`config.mk`:
```
export PLATFORM = sky130hd
export DESIGN_NAME = led_mux_arbiter_flat
export DESIGN_NICKNAME = d
export VERILOG_FILES = /design/src/rtl/led_mux_arbiter_if.sv /design/src/rtl/led_mux_arbiter.sv /design/src/flat_wrapper.sv
export SDC_FILE = /design/constraint.sdc
export NUM_CORES = 1
export LEC_CHECK = 0
export CAP_MARGIN = 20
export CELL_PAD_IN_SITES_DETAIL_PLACEMENT = 1
export CELL_PAD_IN_SITES_GLOBAL_PLACEMENT = 1
export CORE_MARGIN = 3
export CORE_UTILIZATION = 23
export CTS_CLUSTER_SIZE = 10
export DETAILED_ROUTE_END_ITERATION = 10
export PLACE_DENSITY_LB_ADDON = 0.08
export SLEW_MARGIN = 30
export SYNTH_ARGS = -nofsm -noshare
export SYNTH_HDL_FRONTEND = slang
export SYNTH_SLANG_ARGS = --single-unit
```
`constraint.sdc`:
```
create_clock -name CLOCK_50 -period 1.9 [get_ports CLOCK_50]
set_input_delay 0.19 -clock CLOCK_50 [delete_from_list [all_inputs] [get_ports CLOCK_50]]
set_output_delay 0.19 -clock CLOCK_50 [all_outputs]
set_load 0.005 [all_outputs]
```
`src/rtl/led_mux_arbiter_if.sv`:
```
// led_mux_arbiter_if: request/data/grant bundle between two LED sources and the arbiter
interface led_mux_arbiter_if #(parameter int WIDTH = 8);
  logic [1:0]       req;
  logic [WIDTH-1:0] data_a;
  logic [WIDTH-1:0] data_b;
  logic [1:0]       gnt;
  logic             sel;
  logic [WIDTH-1:0] m;
  logic             busy;
  modport master (output req, data_a, data_b, input gnt, sel, m, busy);
  modport slave  (input req, data_a, data_b, output gnt, sel, m, busy);
endinterface

```
`src/rtl/led_mux_arbiter.sv`:
```
// led_mux_arbiter: two-source round-robin arbiter with hold timeout driving a shared LED bus
module led_mux_arbiter #(
  parameter int WIDTH    = 8,
  parameter int MAX_HOLD = 16
) (
  input logic               CLOCK_50,
  input logic               reset,
  led_mux_arbiter_if.slave  bus
);
  typedef enum logic [1:0] {IDLE, GRANT_A, GRANT_B} state_t;
  localparam int CW = $clog2(MAX_HOLD);
  localparam logic [CW-1:0] LAST = CW'(MAX_HOLD - 1);
  state_t        state_q, state_d;
  logic [CW-1:0] cnt_q, cnt_d;
  logic          last_q, last_d;
  logic          sel_q, sel_d;
  always_ff @(posedge CLOCK_50 or posedge reset)
    if (reset) begin
      state_q <= IDLE;
      cnt_q   <= '0;
      last_q  <= 1'b1;
      sel_q   <= 1'b0;
    end else begin
      state_q <= state_d;
      cnt_q   <= cnt_d;
      last_q  <= last_d;
      sel_q   <= sel_d;
    end
  // Release and timeout share one exit path; the owner only stays if nobody else waits.
  always_comb begin
    state_d = IDLE;
    case (state_q)
      IDLE:    state_d = bus.req == 2'b01 ? GRANT_A :
                         bus.req == 2'b10 ? GRANT_B :
                         bus.req == 2'b11 ? (last_q ? GRANT_A : GRANT_B) : IDLE;
      GRANT_A: state_d = (!bus.req[0] || cnt_q == LAST) ?
                         (bus.req[1] ? GRANT_B : bus.req[0] ? GRANT_A : IDLE) : GRANT_A;
      GRANT_B: state_d = (!bus.req[1] || cnt_q == LAST) ?
                         (bus.req[0] ? GRANT_A : bus.req[1] ? GRANT_B : IDLE) : GRANT_B;
      default: state_d = IDLE;
    endcase
    cnt_d  = (state_d == state_q && state_q != IDLE && cnt_q != LAST) ? cnt_q + 1'b1 : '0;
    last_d = (state_d != state_q && state_d != IDLE) ? state_d == GRANT_B : last_q;
  end
  always_comb begin
    bus.gnt  = state_q == GRANT_A ? 2'b01 : state_q == GRANT_B ? 2'b10 : 2'b00;
    bus.busy = state_q != IDLE;
    bus.sel  = sel_q;
    sel_d    = state_d == GRANT_A ? 1'b0 : state_d == GRANT_B ? 1'b1 : sel_q;
  end
  assign bus.m = bus.gnt[0] ? bus.data_a : bus.gnt[1] ? bus.data_b : {WIDTH{1'b0}};
endmodule

```
`src/flat_wrapper.sv`:
```
// flat-port wrapper written by rule: the top's interface ports become plain ports
module led_mux_arbiter_flat 
#(
  parameter int WIDTH    = 8,
  parameter int MAX_HOLD = 16
)
  (CLOCK_50, reset, bus_req, bus_data_a, bus_data_b, bus_gnt, bus_sel, bus_m, bus_busy);
  led_mux_arbiter_if #(.WIDTH(WIDTH)) bus_i ();
  input logic CLOCK_50;
  input logic reset;
  input wire logic [$bits(bus_i.req)-1:0] bus_req;
  input wire logic [$bits(bus_i.data_a)-1:0] bus_data_a;
  input wire logic [$bits(bus_i.data_b)-1:0] bus_data_b;
  output wire logic [$bits(bus_i.gnt)-1:0] bus_gnt;
  output wire logic [$bits(bus_i.sel)-1:0] bus_sel;
  output wire logic [$bits(bus_i.m)-1:0] bus_m;
  output wire logic [$bits(bus_i.busy)-1:0] bus_busy;
  assign bus_i.req = bus_req;
  assign bus_i.data_a = bus_data_a;
  assign bus_i.data_b = bus_data_b;
  assign bus_gnt = bus_i.gnt;
  assign bus_sel = bus_i.sel;
  assign bus_m = bus_i.m;
  assign bus_busy = bus_i.busy;
  led_mux_arbiter #(.WIDTH(WIDTH), .MAX_HOLD(MAX_HOLD)) u_core (.CLOCK_50(CLOCK_50), .reset(reset), .bus(bus_i));
endmodule
```
==> impl_metrics.py <==
metrics = {
    "synthesis": {
        "synth-edff-count": 0,
        "synthFlopType": "dfrtp_1",
        "synth_most_common_cell": "a22o_1",
        "seq_area_frac_synth_pct": 36.0,
        "syn_avg_cell_area_um2": 9.32,
        "synth.distinct_cells": 27,
        "yosysWarnings": 0,
        "synthTopCellsByArea": "dfrtp_1 31%, a22o_1 14%, ha_1 8.9%",
        "async_reset_ff_share_pct": 100,
        "synth.top_cell.area_share_pct": 31.3,
        "synth_top_cell_by_area": "dfrtp_1",
        "synth_nets": 84,
        "synth_cells": 60,
        "ys_ff_latch": 8,
        "synthTopCellsByCount": "9 x a22o_1, 7 x dfrtp_1, 5 x nor2_1",
        "syn_area_um2": 559,
    },
    "placed_design": {
        "placed_cells": 130,
        "io_buffers": 31,
        "gp_congestion": 0.683,
        "dpl_worst_slack_ns": -0.0880,
        "dp_hpwl_um": 1550,
    },
    "run_status": {
        "status": "complete, but fails checks",
        "violations": "setup timing",
    },
    "global_routing": {
        "grt_pass1_vias": 750,
        "grt_pass1_wl_um": 3660,
        "overflow": 0,
        "antenna_found_initial": 0,
        "track_usage_pct": 15.0,
        "grt_max_degree": 9,
    },
    "timing": {
        "fin_crit_ns": 1.98,
        "slew_headroom_pct": 79.7,
        "worst_slew_pin_slew_ns": 0.304,
        "finalHoldViolations": 0,
        "finalSetupViolCount": 1,
        "fin_crit_sh_pct": 104,
        "worst_clock_skew_ns": 0.00538,
        "setup_slack_ns": -0.0847,
        "rsz0062_at_grt": "true",
        "slew_viol_final": 0,
        "fmax_mhz": 504,
    },
    "route": {
        "wl_per_cell_um": 15.1,
        "drt_iter0_drc": 16,
        "drtPass1Iterations": 4,
        "drc_errors": 0,
        "routed_wl_um": 2090,
        "vias": 674,
        "postRouteAntennaNets": 0,
        "via_per_inst": 4.85,
    },
    "cts": {
        "clock_latency_ns": 0.25,
        "clock-root-buffer": "clkbuf_4",
        "cts_buffers": 3,
        "path_clk_slew_ns": 0.05,
        "cts.path.max_buffers": 2,
        "htree_levels": 1,
        "postCtsHoldBufs": 0,
        "clkSinkCount": 8,
        "cts_tree": "done",
    },
    "critical_path": {
        "crit_cells": 9,
        "worstSetupPathType": "register to register",
        "reg2reg_depth": 9,
        "cp-startpoint": "u_core.cnt_q[0]",
        "worstPathCellList": "ha_4 > nand3_4 > mux2_4 > o21ai_2 > nand3_2 > ha_2 > a31oi_1 > o21ai_1 > mux2_2",
        "reg2reg_setup_slack_ns": -0.08,
        "worstSetupEndpoint": "u_core.last_q",
        "startpoint_type": "register",
        "cp_data_required_time_ns": 2.08,
        "cp.buffers_inverters": 0,
        "worst-endpoint-arrival_ns": 2.16,
        "critPathTopFamily": "multiplexers",
        "crit_path_max_fanout": 3,
        "critPathSlowestCell": "dfrtp_1",
        "endpoint_kind": "register",
        "cpPeakStageDelay_ns": 0.41,
        "timing.rr.start": "u_core.cnt_q[0]",
        "reg2reg_to": "u_core.last_q",
    },
    "floorplan": {
        "pin_count": 32,
        "dieHeight_um": 55.3,
        "initial_core_util_pct": 24.8,
        "rows": 17,
        "fp.coreArea_mm2": 0.00225,
        "fp.dieW_um": 55.3,
        "die_area_mm2": 0.00306,
    },
    "final_layout": {
        "nNetsFinal": 136,
        "area_growth_pct": 96.4,
        "antenna_cells": 0,
        "layout-drive-gt1-share_pct": 33.3,
        "fillers": 268,
        "instances_no_fill": 139,
        "final_util_pct": 48.7,
    },
    "pwr": {
        "pwr_density_cell_mw_per_mm2": 643,
        "p_leak_nw": 0.520,
        "vdd_drop_max_v": 0.000416,
        "power_w": 0.000706,
    },
    "min_path": {
        "hp-class": "primary input to asynchronous set/reset pin",
    },
    "flow_run": {
        "drv_cap": 0,
    },
}
## registers in the layout, indices dropped and copies added (netlist names)
signal,flops
u_core.cnt_q,4
u_core.state_q,2
u_core.bus.sel,1
u_core.last_q,1
## where the power goes
group	switching (W)	internal, W	leakage (nW)
registers	0.0000203	0.000201	0.100
clock network	0.0000568	0.0000803	0.0150
logic	0.000142	0.000206	0.405
## routing by layer
layer | GRT usage, % | routed length [µm]
met5 | 0 | 0
met4 | 6.25 | 36
met3 | 1.17 | 67
met2 | 25.2 | 1030
met1 | 19.6 | 959
## how the worst min path moves through the flow
stage	start	to	cells past startpoint
6_report	reset	u_core.cnt_q[0]	2
5_1_grt	reset	u_core.cnt_q[2]	2
4_1_cts	reset	u_core.cnt_q[0]	2
3_5_place_dp	reset	u_core.cnt_q[3]	2
3_3_place_gp	reset	u_core.cnt_q[3]	2
2_1_floorplan	reset	u_core.bus.sel	1
## through the flow
stage / hold WS [ns] / setup TNS [ns] / cell area [µm²]
after global placement: 0.457 / -0.00790 / 1020
final: 0.178 / -0.0847 / 1100
after floorplan: 0.00494 / -0.00302 / 586
after CTS: 0.178 / -0.0829 / 1080
after global routing: 0.196 / -0.238 / 1100
after detailed placement: 0.461 / -0.0880 / 1020
## cell usage in the layout (no fill, tap or decap), types with 3 or more instances in the layout
cell type	instances
dfrtp_1	7
clkdlybuf4s50_1	23
and3_1	3
a22o_1	9
buf_4	17
nand2_1	3
dlygate4sd2_1	8
inv_1	3
nor2_1	5
clkbuf_4	3
## worst register-to-register path, cell delays in order (launching register included)
cell and delay (ns):
dfrtp_1 0.41, ha_4 0.18, nand3_4 0.10, mux2_4 0.31
o21ai_2 0.14, nand3_2 0.09, ha_2 0.17, a31oi_1 0.14
o21ai_1 0.09, mux2_2 0.28
## cell families (layout without fill, tap and decap cells)
kind of cell	count (synthesis)	count (layout)	share of synthesized area [%]
XOR/XNOR	2	2	3.13
adder cells (fa/ha/maj)	4	4	8.95
AND/OR/NAND/NOR	22	22	20.4
buffers and inverters	6	57	5.14
AO/OA/AOI/OAI	16	16	21.7
flip-flops	8	8	36.0
multiplexers	2	2	4.70
## cell type report
class / count / area, µm² / area share (%)
Clock buffer: 4 / 26.3 / 2.39
Inverter: 3 / 11.3 / 1.03
Multi-Input combinational cell: 46 / 387 / 35.2
Sequential cell: 8 / 201 / 18.3
Tap cell: 28 / 35.0 / 3.19
Timing Repair Buffer: 50 / 438 / 39.9
## what timing repair did
| item | in CTS | in global routing |
|---|---|---|
| cloned | 2 | 0 |
| buffers inserted | 2 | 1 |
| resized for setup | 16 | 2 |
| endpoints found under the setup margin | 10 | 2 |
| pin swaps | 1 | 1 |
Note: power is estimated with default switching activity, not from simulation.
